==> src/rtl/uart_pkg.sv <==
// Shared UART types and line levels for the transmit and receive paths.
package uart_pkg;

  typedef enum logic [2:0] {
    IDLE,
    START,
    DATA,
    PARITY,
    STOP
  } uart_tx_state_e;

  localparam logic UART_IDLE_LVL  = 1'b1;
  localparam logic UART_START_LVL = 1'b0;

endpackage : uart_pkg

==> src/rtl/uart_baud_gen.sv <==
// Bit-rate timer: mod-(div+1) counter, bit_tick high on the last clock of each bit.
module uart_baud_gen #(
  parameter int DIV_WIDTH = 16
) (
  input  logic                 clk,
  input  logic                 reset_b,
  input  logic                 clear,
  input  logic [DIV_WIDTH-1:0] div,
  output logic                 bit_tick
);

  logic [DIV_WIDTH-1:0] cnt_q;

  assign bit_tick = (cnt_q == div);

  // NOTE: sequential state uses non-blocking assignments so every flop samples pre-edge values.
  always_ff @(posedge clk or negedge reset_b) begin
    if (!reset_b) begin
      cnt_q <= '0;
    end else if (clear || bit_tick) begin
      cnt_q <= '0;
    end else begin
      cnt_q <= cnt_q + 1'b1;
    end
  end

endmodule : uart_baud_gen

==> src/rtl/uart_tx_engine.sv <==
// UART transmitter: start bit, LSB-first data, optional parity, 1 or 2 stop bits.
module uart_tx_engine
  import uart_pkg::*;
#(
  parameter int DATA_WIDTH = 8,
  parameter int DIV_WIDTH  = 16
) (
  input  logic                  clk,
  input  logic                  reset_b,
  input  logic [DIV_WIDTH-1:0]  baud_div,
  input  logic                  parity_en,
  input  logic                  parity_odd,
  input  logic                  two_stop,
  input  logic                  tx_valid,
  input  logic [DATA_WIDTH-1:0] tx_data,
  output logic                  tx_ready,
  output logic                  tx,
  output logic                  busy,
  output logic                  tx_done
);

  localparam int IDX_W = (DATA_WIDTH > 2) ? $clog2(DATA_WIDTH) : 1;

  uart_tx_state_e        state_q, state_n;
  logic                  tx_q, tx_n;
  logic [DATA_WIDTH-1:0] data_q, shift_q;
  logic [DIV_WIDTH-1:0]  div_q;
  logic                  par_en_q, par_odd_q, two_stop_q;
  logic [IDX_W-1:0]      idx_q;

  logic accept, bit_tick, load, shift_en, idx_clr, idx_inc;
  logic last_data, last_stop, parity_bit;

  uart_baud_gen #(.DIV_WIDTH(DIV_WIDTH)) u_baud_gen (
    .clk      (clk),
    .reset_b  (reset_b),
    .clear    (load),
    .div      (div_q),
    .bit_tick (bit_tick)
  );

  assign last_data  = (idx_q == IDX_W'(DATA_WIDTH - 1));
  assign last_stop  = (idx_q == IDX_W'(two_stop_q));
  assign parity_bit = par_odd_q ? ~^data_q : ^data_q;

  assign tx_done  = (state_q == STOP) && bit_tick && last_stop;
  assign tx_ready = (state_q == IDLE) || tx_done;
  assign accept   = tx_valid && tx_ready;
  assign busy     = (state_q != IDLE);
  assign tx       = tx_q;

  // NOTE: every always_comb output gets a default first, so no path can infer a latch.
  always_comb begin
    state_n  = state_q;
    tx_n     = tx_q;
    load     = 1'b0;
    shift_en = 1'b0;
    idx_clr  = 1'b0;
    idx_inc  = 1'b0;

    unique case (state_q)
      IDLE: tx_n = UART_IDLE_LVL;
      START: if (bit_tick) begin
        state_n = DATA;
        tx_n    = shift_q[0];
      end
      DATA: if (bit_tick) begin
        if (last_data) begin
          idx_clr = 1'b1;
          state_n = par_en_q ? PARITY : STOP;
          tx_n    = par_en_q ? parity_bit : UART_IDLE_LVL;
        end else begin
          idx_inc  = 1'b1;
          shift_en = 1'b1;
          tx_n     = shift_q[1];
        end
      end
      PARITY: if (bit_tick) begin
        idx_clr = 1'b1;
        state_n = STOP;
        tx_n    = UART_IDLE_LVL;
      end
      STOP: if (bit_tick) begin
        if (last_stop) state_n = IDLE;
        else           idx_inc = 1'b1;
        tx_n = UART_IDLE_LVL;
      end
      default: begin
        state_n = IDLE;
        tx_n    = UART_IDLE_LVL;
      end
    endcase

    // An accept overrides whatever the final stop clock chose, giving zero-gap frames.
    if (accept) begin
      state_n = START;
      tx_n    = UART_START_LVL;
      load    = 1'b1;
      idx_clr = 1'b1;
    end
  end

  always_ff @(posedge clk or negedge reset_b) begin
    if (!reset_b) begin
      state_q <= IDLE;
      tx_q    <= UART_IDLE_LVL;
    end else begin
      state_q <= state_n;
      tx_q    <= tx_n;
    end
  end

  // Frame configuration is captured only on accept, so mid-frame input changes are ignored.
  always_ff @(posedge clk or negedge reset_b) begin
    if (!reset_b) begin
      data_q     <= '0;
      shift_q    <= '0;
      div_q      <= '0;
      par_en_q   <= 1'b0;
      par_odd_q  <= 1'b0;
      two_stop_q <= 1'b0;
    end else if (load) begin
      data_q     <= tx_data;
      shift_q    <= tx_data;
      div_q      <= baud_div;
      par_en_q   <= parity_en;
      par_odd_q  <= parity_odd;
      two_stop_q <= two_stop;
    end else if (shift_en) begin
      shift_q <= shift_q >> 1;
    end
  end

  // Shared index: data bit number in DATA, stop bit number in STOP.
  always_ff @(posedge clk or negedge reset_b) begin
    if (!reset_b) begin
      idx_q <= '0;
    end else if (idx_clr) begin
      idx_q <= '0;
    end else if (idx_inc) begin
      idx_q <= idx_q + 1'b1;
    end
  end

endmodule : uart_tx_engine
==> config.mk <==
export PLATFORM = sky130hd
export DESIGN_NAME = uart_tx_engine
export DESIGN_NICKNAME = d
export VERILOG_FILES = /design/src/rtl/uart_pkg.sv /design/src/rtl/uart_baud_gen.sv /design/src/rtl/uart_tx_engine.sv
export SDC_FILE = /design/constraint.sdc
export NUM_CORES = 1
export LEC_CHECK = 0
export ABC_AREA = 1
export ABC_CLOCK_PERIOD_IN_PS = 5100
export CORE_ASPECT_RATIO = 1.5
export CORE_MARGIN = 1.5
export CORE_UTILIZATION = 63
export CTS_BUF_LIST = sky130_fd_sc_hd__clkbuf_2 sky130_fd_sc_hd__clkbuf_4 sky130_fd_sc_hd__clkbuf_8
export CTS_CLUSTER_SIZE = 28
export DETAILED_ROUTE_END_ITERATION = 6
export PLACE_DENSITY = 0.95
export SLEW_MARGIN = 20
export SYNTH_ARGS = -nofsm -noshare
export SYNTH_HDL_FRONTEND = slang
export SYNTH_SLANG_ARGS = --single-unit
==> constraint.sdc <==
create_clock -name clk -period 5.1 [get_ports clk]
set_clock_uncertainty 0.1 [all_clocks]
set_input_delay 1.53 -clock clk [delete_from_list [all_inputs] [get_ports clk]]
set_output_delay 1.53 -clock clk [all_outputs]
set_load 0.05 [all_outputs]
==> flow_summary.ini, run 1 <==
[die]
start_util_pct = 64.46
die-area_um2 = 5318
ioPinCount = 34
die-width_um = 60.05
rows = 31
coreArea_um2 = 4771
die_h_um = 88.57

[synthesis]
yosysUniqueCellTypes = 29
avgSynthCellArea_um2 = 7.465
ys_ff_latch = 58
synth-seq-area-share_pct = 47.23
synth_area_um2 = 3075
synth_nets = 445
yosys_warnings = 0
synthCells = 412

[placed_design]
place_congestion = 0.9087
place_hpwl_um = 4762
port_buffers = 33
placed_cell_area_um2 = 3412

[setup_path]
critPathMaxFanout = 4
startpoint_type = flop
crit_chain = nor2_1, nand3_1, nor3_1, nand3_2, nand2_4, clkdlybuf4s50_1
worstSetupPathDepth = 6
arrival_ns = 2.51
crit_path_end_kind = primary output
max_stage_delay_ns = 0.81
r2r_cells = 9
critPathKind = flop to primary output
cpLargestDelayFamily = simple AND/OR/NAND/NOR gates
crit_buf_inv = 1
required_ns = 3.47
cpMaxStageDelayCell = clkdlybuf4s50_1

[clocking]
root_buffer = clkbuf_8
cts_max_path_buffers = 2
worst_skew_pair.late_latency_ns = 0.35
cts_tree = yes
clkTransAtPathRegs_ns = 0.06
cts_resized = 0
cts_buffers = 9
postCtsSetupBuffers = 0
hold_buffers = 0
htree_num_levels = 3
clkSinkCount = 58

[final_layout]
nFillCells = 341
num_antenna_cells = 0
nets = 481
final_cell_mix = nand2_1 (150), dfrtp_1 (57), inv_1 (48)
multi_input_area_um2 = 1333
post-route-cell-area_um2 = 3669
area_growth_pct = 19.28
mostFrequentLayoutCell = nand2_1
regArea_um2 = 1453
fin_util_pct = 76.89
drive_above_1_share_pct = 8.168

[grt]
track_usage_pct = 29.95
grt_pass1_wl_um = 11670
grt_pass1_vias = 2740
overflow = 0
grt_max_degree = 47
antenna_found_initial = 0

[drt]
vias = 2838
postRouteAntennaNets = 0
first_pass_iters = 5
drc_errors = 0
routed_wirelength_um = 7272
drt_first_iter_violations = 160
wl_per_cell_um = 14.01
vias_per_cell = 5.468

[timing]
finalCritPeriodShare_pct = 81.13
fmax_mhz = 241.7
setup_viol = 0
hold_violations = 0
worst_pin_slew_ns = 0.6897
fin_tns_setup_ns = 0
drv_slew = 0
rsz0062_at_grt = false
period_minus_slack_ns = 4.138
relSlewSlack_pct = 54.02

[worst_hold_path]
min_path_cells = 2
hp-class = flop to flop

[power_and_ir_drop]
clock_power_share_pct = 25.7
worst_ir_drop_vdd_uv = 553.3
power_mw = 2.132
switchingPower_uw = 855.0
power_frac_seq_pct = 34.9
intPower_mw = 1.277
powerDensity_nw_per_um2 = 581.2
pwr-share-comb_pct = 39.4
cellLeakagePower_nw = 1.831
swShare_pct = 40.10

[status]
status = finished, final reports clean

[flow_run]
cap_viol_max_count = 0
-- routing by layer --
metal	GRT usage, %	wire, um
met5	0	0
met4	20.61	370
met3	8.626	448
met2	50.59	3728
met1	31.15	2725
-- worst register-to-register path: stages (launching register included) --
cell and delay [ns]:
dfrtp_1 0.42, nor2_1 0.14, nand3_1 0.18, nor3_1 0.32
nand3_2 0.18, nand2_4 0.12, nand2_4 0.16, clkinv_4 0.30
nand2_1 0.16, o21ai_1 0.11
-- synthesized netlist by cell type --
master,n,area share (%)
nor3_1,8,1.3
nand2_4,2,0.73
nand3b_1,2,0.49
inv_1,48,5.9
nor2_1,39,4.8
ha_1,3,1.2
a21oi_1,7,1.1
nor4_2,1,0.41
o21ai_1,18,2.9
o21ai_2,2,0.57
nor2_4,1,0.37
inv_2,6,0.73
buf_6,5,1.8
nor4_1,1,0.20
clkinv_4,1,0.28
nand4_1,4,0.81
a21boi_0,1,0.24
xor2_1,6,1.7
nand3_2,1,0.33
nand3_1,26,4.2
nor2_2,3,0.61
xnor2_1,4,1.1
buf_4,1,0.24
or2_2,1,0.20
o21ai_0,10,1.6
buf_2,3,0.49
nand2_1,150,18
dfrtp_1,57,46
dfstp_2,1,0.85
-- path summary, 6_finish.rpt --
check / startpoint / endpoint / slack [ns]
min in group asynchronous: reset_b / div_q[0] / 1.08
max in group asynchronous: reset_b / state_q[2] / 3.00
max: idx_q[2] / tx_ready / 0.96
max reg2reg: idx_q[2] / div_q[10] / 2.83
min reg2reg: tx / tx / 0.40
min: tx / tx / 0.40
-- final cells by class --
| class | instances | area share (%) |
|---|---|---|
| timing repair buffer | 34 | 9.072 |
| clock buffer | 12 | 4.332 |
| multi-input combinational | 290 | 36.32 |
| sequential | 58 | 39.60 |
| inverter | 55 | 5.764 |
| tap | 66 | 2.251 |
| clock inverter | 4 | 2.660 |
-- registers in the layout (all words and copies together) (netlist names) --
signal and count:
u_baud_gen.cnt_q 16, state_q 3, par_odd_q 1, par_en_q 1, tx 1, two_stop_q 1, data_q 8, shift_q 8
idx_q 3, div_q 16
-- cells by family (layout without fill, tap and decap cells) --
kind of cell               Yosys count  after routing  share of synthesized area (%)
DFF                                 58             58                          47.23
buffers and inverters               64            105                          9.438
adders and majority gates            3              3                          1.221
AOI/OAI and AO/OA                   38             38                          6.510
xor gates and xnor gates            10             10                          2.848
and+or+nand+nor                    239            239                          32.75
-- power by group through the flow --
stage,Combinational (mW),Sequential (mW),Clock (mW)
CTS,0.836,0.740,0.550
detailed placement,0.815,0.743,0
global placement,0.781,0.736,0
floorplan,0.646,0.732,0
global route,0.946,0.761,0.572
finish,0.840,0.745,0.548
-- metrics by stage --
stage | std cells | hold WS (ns) | setup WS, ns
after floorplan | 412 | 0.3623 | 2.148
after global placement | 503 | 0.3629 | 1.454
after detailed placement | 503 | 0.3705 | 1.371
after CTS | 519 | 0.3816 | 0.9780
after global routing | 519 | 0.3920 | 0.8369
final | 519 | 0.3971 | 0.9622
Power figures use the tool's default switching activity.
==> inputs of run 2 (changes only) <==
--- a/config.mk
+++ b/config.mk
@@ -6,14 +6,14 @@
 export NUM_CORES = 1
 export LEC_CHECK = 0
 export ABC_AREA = 1
-export ABC_CLOCK_PERIOD_IN_PS = 5100
+export ABC_CLOCK_PERIOD_IN_PS = 3300
 export CORE_ASPECT_RATIO = 1.5
 export CORE_MARGIN = 1.5
-export CORE_UTILIZATION = 63
+export CORE_UTILIZATION = 53
 export CTS_BUF_LIST = sky130_fd_sc_hd__clkbuf_2 sky130_fd_sc_hd__clkbuf_4 sky130_fd_sc_hd__clkbuf_8
 export CTS_CLUSTER_SIZE = 28
 export DETAILED_ROUTE_END_ITERATION = 6
-export PLACE_DENSITY = 0.95
+export PLACE_DENSITY = 0.87
 export SLEW_MARGIN = 20
 export SYNTH_ARGS = -nofsm -noshare
 export SYNTH_HDL_FRONTEND = slang
==> constraint.sdc (replaced) <==
create_clock -name clk -period 3.3 [get_ports clk]
set_clock_uncertainty 0.1 [all_clocks]
set_input_delay 0.99 -clock clk [delete_from_list [all_inputs] [get_ports clk]]
set_output_delay 0.99 -clock clk [all_outputs]
set_load 0.05 [all_outputs]
==> run 2 against run 1 <==
First-iteration DRC count increased by 23%. Clock power increased by 25%. Final area decreased by 0.92%.
==> flow_summary.ini, run 2 (synthesis results as in run 1) <==
[status]
status = finished, final reports clean

[grt]
grt_pass1_vias = 2625
grt_pass1_wl_um = 11120
grt_max_degree = 47
overflow = 0
track_usage_pct = 23.40
antenna_found_initial = 0

[final_layout]
area_growth_pct = 18.19
final_cell_mix = nand2_1 (150), dfrtp_1 (57), inv_1 (48)
nets = 483
post-route-cell-area_um2 = 3635
reg_top3 = div_q: 16 flops, u_baud_gen.cnt_q: 16 flops
fin_cells = 524
mostFrequentLayoutCell = nand2_1
drive_above_1_share_pct = 8.811
num_antenna_cells = 0

[placed_design]
placed_cell_area_um2 = 3427
place_hpwl_um = 4634
dp_slack_ns = 0.5857
port_buffers = 33
place_congestion = 0.8768
dp.cells = 509

[die]
rows = 33
die_h_um = 96.30
ioPinCount = 34
coreArea_um2 = 5533
die-area_um2 = 6278
die-width_um = 65.20
start_util_pct = 55.59

[timing]
rsz0062_at_grt = false
finalCritPeriodShare_pct = 93.62
setup_viol = 0
relSlewSlack_pct = 49.57
period_minus_slack_ns = 3.089
holdWs_ns = 0.3809
hold_violations = 0
fin_tns_setup_ns = 0
drv_slew = 0
worst_pin_slew_ns = 0.7565
finalWorstSetupSlack_ns = 0.2107
fmax_mhz = 323.7

[setup_path]
rrSetupSlack_ns = 1.10
startpoint_type = flop
crit_path_end_kind = primary output
critPathMaxFanout = 5
r2r-end = shift_q[0]
critPathKind = flop to primary output
arrival_ns = 2.00
r2r-start = u_baud_gen.cnt_q[0]
required_ns = 2.21
r2r_cells = 12

[clocking]
clkTransAtPathRegs_ns = 0.06
root_buffer = clkbuf_8
cts_resized = 0
hold_buffers = 0
clkSinkCount = 58
htree_num_levels = 3
cts_max_path_buffers = 2
cts_tree = yes
worst_skew_pair.late_latency_ns = 0.34
postCtsSetupBuffers = 0
cts_buffers = 9

[drt]
vias = 2683
drt_first_iter_violations = 196
first_pass_iters = 4
routed_wirelength_um = 6446
postRouteAntennaNets = 0
drc_errors = 0
vias_per_cell = 5.120
wl_per_cell_um = 12.30

[worst_hold_path]
min_path_cells = 2
holdPathEnd = tx
hp-class = flop to flop
hp-start = tx

[power_and_ir_drop]
cellLeakagePower_nw = 1.826
powerDensity_nw_per_um2 = 849.1
worst_ir_drop_vdd_uv = 719.1

[flow_run]
cap_viol_max_count = 0
## run 2: per-stage QoR
stage	util, %	total power [mW]
finish	65.69	3.086
global route	65.69	3.334
CTS	65.69	3.099
detailed placement	61.94	2.408
global placement	61.94	2.333
floorplan	-	2.130
## run 2: power breakdown
| part | internal, mW | switching, mW |
|---|---|---|
| logic | 0.453 | 0.803 |
| clock network | 0.413 | 0.273 |
| registers | 0.973 | 0.170 |
## run 2: final cells by class
type / instances / area, um2
inverters: 55 / 211.5
flip-flops and latches: 58 / 1453
fillers: 474 / 1898
clock buffers: 13 / 172.7
clock inverters: 2 / 35.03
multi-input cells: 290 / 1333
repair buffers: 36 / 342.8
well taps: 70 / 87.58
## run 2: routing by layer
metal	global-route usage, %	part of all wire [%]
met4	9.722	1.6
met3	5.965	4.3
met5	0	0
met2	43.45	53
met1	24.81	41
## run 2: worst max path at each step
stage                    start  endpoint  slack, ns  cells after the start
global placement    state_q[0]      busy       0.65                      5
floorplan           state_q[0]  tx_ready       0.89                      5
CTS                 state_q[0]      busy       0.21                      5
global route        state_q[0]      busy       0.08                      5
detailed placement  state_q[0]      busy       0.59                      5
finish              state_q[0]      busy       0.21                      5
## run 2: critical path, cell delays in order (launching register included)
cell             delay (ns)
dfrtp_1                0.37
inv_1                  0.10
nand2_1                0.12
inv_1                  0.06
nand2_1                0.17
clkdlybuf4s50_1        0.84
==> inputs of run 3 (changes only) <==
--- a/config.mk
+++ b/config.mk
@@ -8,13 +8,11 @@
 export ABC_AREA = 1
 export ABC_CLOCK_PERIOD_IN_PS = 3300
 export CORE_ASPECT_RATIO = 1.5
-export CORE_MARGIN = 1.5
 export CORE_UTILIZATION = 53
 export CTS_BUF_LIST = sky130_fd_sc_hd__clkbuf_2 sky130_fd_sc_hd__clkbuf_4 sky130_fd_sc_hd__clkbuf_8
 export CTS_CLUSTER_SIZE = 28
 export DETAILED_ROUTE_END_ITERATION = 6
 export PLACE_DENSITY = 0.87
-export SLEW_MARGIN = 20
 export SYNTH_ARGS = -nofsm -noshare
 export SYNTH_HDL_FRONTEND = slang
 export SYNTH_SLANG_ARGS = --single-unit
==> run 3 against run 2 <==
Clock-buffer cell count grew 1. Die area fell by 2.6%. Core utilization shrank 0.72 points. Clock power decreased by 17%. Final area shrank 1.1%. Register-to-register slack about the same. Flip-flop and latch count unchanged. Non-clock buffer count unchanged. Hold slack got worse by 0.013 ns. Combinational power about the same. Critical path depth unchanged. Critical endpoint unchanged. Largest power group unchanged.
==> flow_summary.ini, run 3 (synthesis results as in run 1) <==
[die]
die_h_um = 95.30
die-width_um = 64.20
die-area_um2 = 6117
ioPinCount = 34
start_util_pct = 55.59
rows = 33
coreArea_um2 = 5533

[final_layout]
final_cell_mix = nand2_1 (150), dfrtp_1 (57), inv_1 (48)
mostFrequentLayoutCell = nand2_1
num_antenna_cells = 0
multi_input_area_um2 = 1333
fin_util_pct = 64.97
nets = 483
drive_above_1_share_pct = 8.609
nFillCells = 470
fin_cells = 523
regArea_um2 = 1453
area_growth_pct = 16.88
reg_top3 = div_q: 16 flops, u_baud_gen.cnt_q: 16 flops

[setup_path]
critPathMaxFanout = 5
startpoint_type = flop
arrival_ns = 1.97
critPathKind = flop to primary output
crit_path_end_kind = primary output
required_ns = 2.21

[placed_design]
dp_slack_ns = 0.6240
dp.cells = 509
place_hpwl_um = 4434
port_buffers = 33
place_congestion = 0.8723

[clocking]
root_buffer = clkbuf_8
cts_buffers = 9
hold_buffers = 0
htree_num_levels = 3
cts_tree = yes
postCtsSetupBuffers = 0
clkSinkCount = 58
clkTransAtPathRegs_ns = 0.06
worst_skew_pair.late_latency_ns = 0.34
cts_resized = 0
cts_max_path_buffers = 2

[timing]
fin_tns_setup_ns = 0
setup_viol = 0
finalWorstSetupSlack_ns = 0.2404
relSlewSlack_pct = 67.16
fmax_mhz = 326.8
hold_violations = 0
rsz0062_at_grt = false
finalCritPeriodShare_pct = 92.71
period_minus_slack_ns = 3.060
worst_pin_slew_ns = 0.4910
drv_slew = 0

[power_and_ir_drop]
power_mw = 2.954
worst_ir_drop_vdd_uv = 610.6
cellLeakagePower_nw = 1.808
powerDensity_nw_per_um2 = 821.8

[flow_run]
cap_viol_max_count = 0

[grt]
overflow = 0
grt_pass1_vias = 2556
track_usage_pct = 23.12
antenna_found_initial = 0
grt_max_degree = 47
grt_pass1_wl_um = 10670

[drt]
first_pass_iters = 4
drc_errors = 0
vias = 2642
postRouteAntennaNets = 0
vias_per_cell = 5.052
wl_per_cell_um = 11.73
drt_first_iter_violations = 218
routed_wirelength_um = 6135

[worst_hold_path]
hp-class = flop to flop

[status]
status = finished, final reports clean
-- run 3: report_power, final --
part           total, mW  internal, mW  leakage [nW]  switching [mW]
Sequential          1.14         0.974         0.741           0.167
Combinational       1.24         0.453         0.976           0.788
Clock              0.572         0.318        0.0903           0.253
-- run 3: worst paths after layout --
path                       slack [ns]           startpoint  depth (start not counted)                   to
max reg2reg                      1.09  u_baud_gen.cnt_q[9]                         12           shift_q[0]
min                              0.37                   tx                          2                   tx
max in group asynchronous        1.90              reset_b                          2                   tx
min in group asynchronous        0.50              reset_b                          1  u_baud_gen.cnt_q[0]
min reg2reg                      0.37                   tx                          2                   tx
max                              0.24           state_q[0]                          5                 busy
-- run 3: critical path: stages (launching register included) --
cell and delay, ns:
dfrtp_1 0.37, inv_1 0.09, nand2_1 0.11, inv_1 0.06, nand2_1 0.16, clkdlybuf4s50_1 0.84
-- run 3: area by class of cell --
type	instances	area share, %
multi-input combinational	290	37.07
timing repair buffer	36	9.537
tap	70	2.436
sequential	58	40.41
clock buffer	14	4.664
inverter	55	5.882
-- run 3: metal layers --
layer | share of wire, % | vias up | track usage [%] | wire, um
met4 | 2.7 | 0 | 13.15 | 167
met1 | 42 | 1227 | 25.68 | 2593
met3 | 3.4 | 17 | 4.785 | 211
met2 | 52 | 49 | 40.87 | 3162
met5 | 0 | - | 0 | 0
li1 | - | 1349 | - | -
-- run 3: metrics by stage --
stage | area (um2) | hold slack [ns]
4_1_cts | 3595 | 0.3691
3_5_place_dp | 3427 | 0.3566
5_1_grt | 3595 | 0.3843
3_3_place_gp | 3427 | 0.3560
2_1_floorplan | 3075 | 0.3623
6_report | 3595 | 0.3677
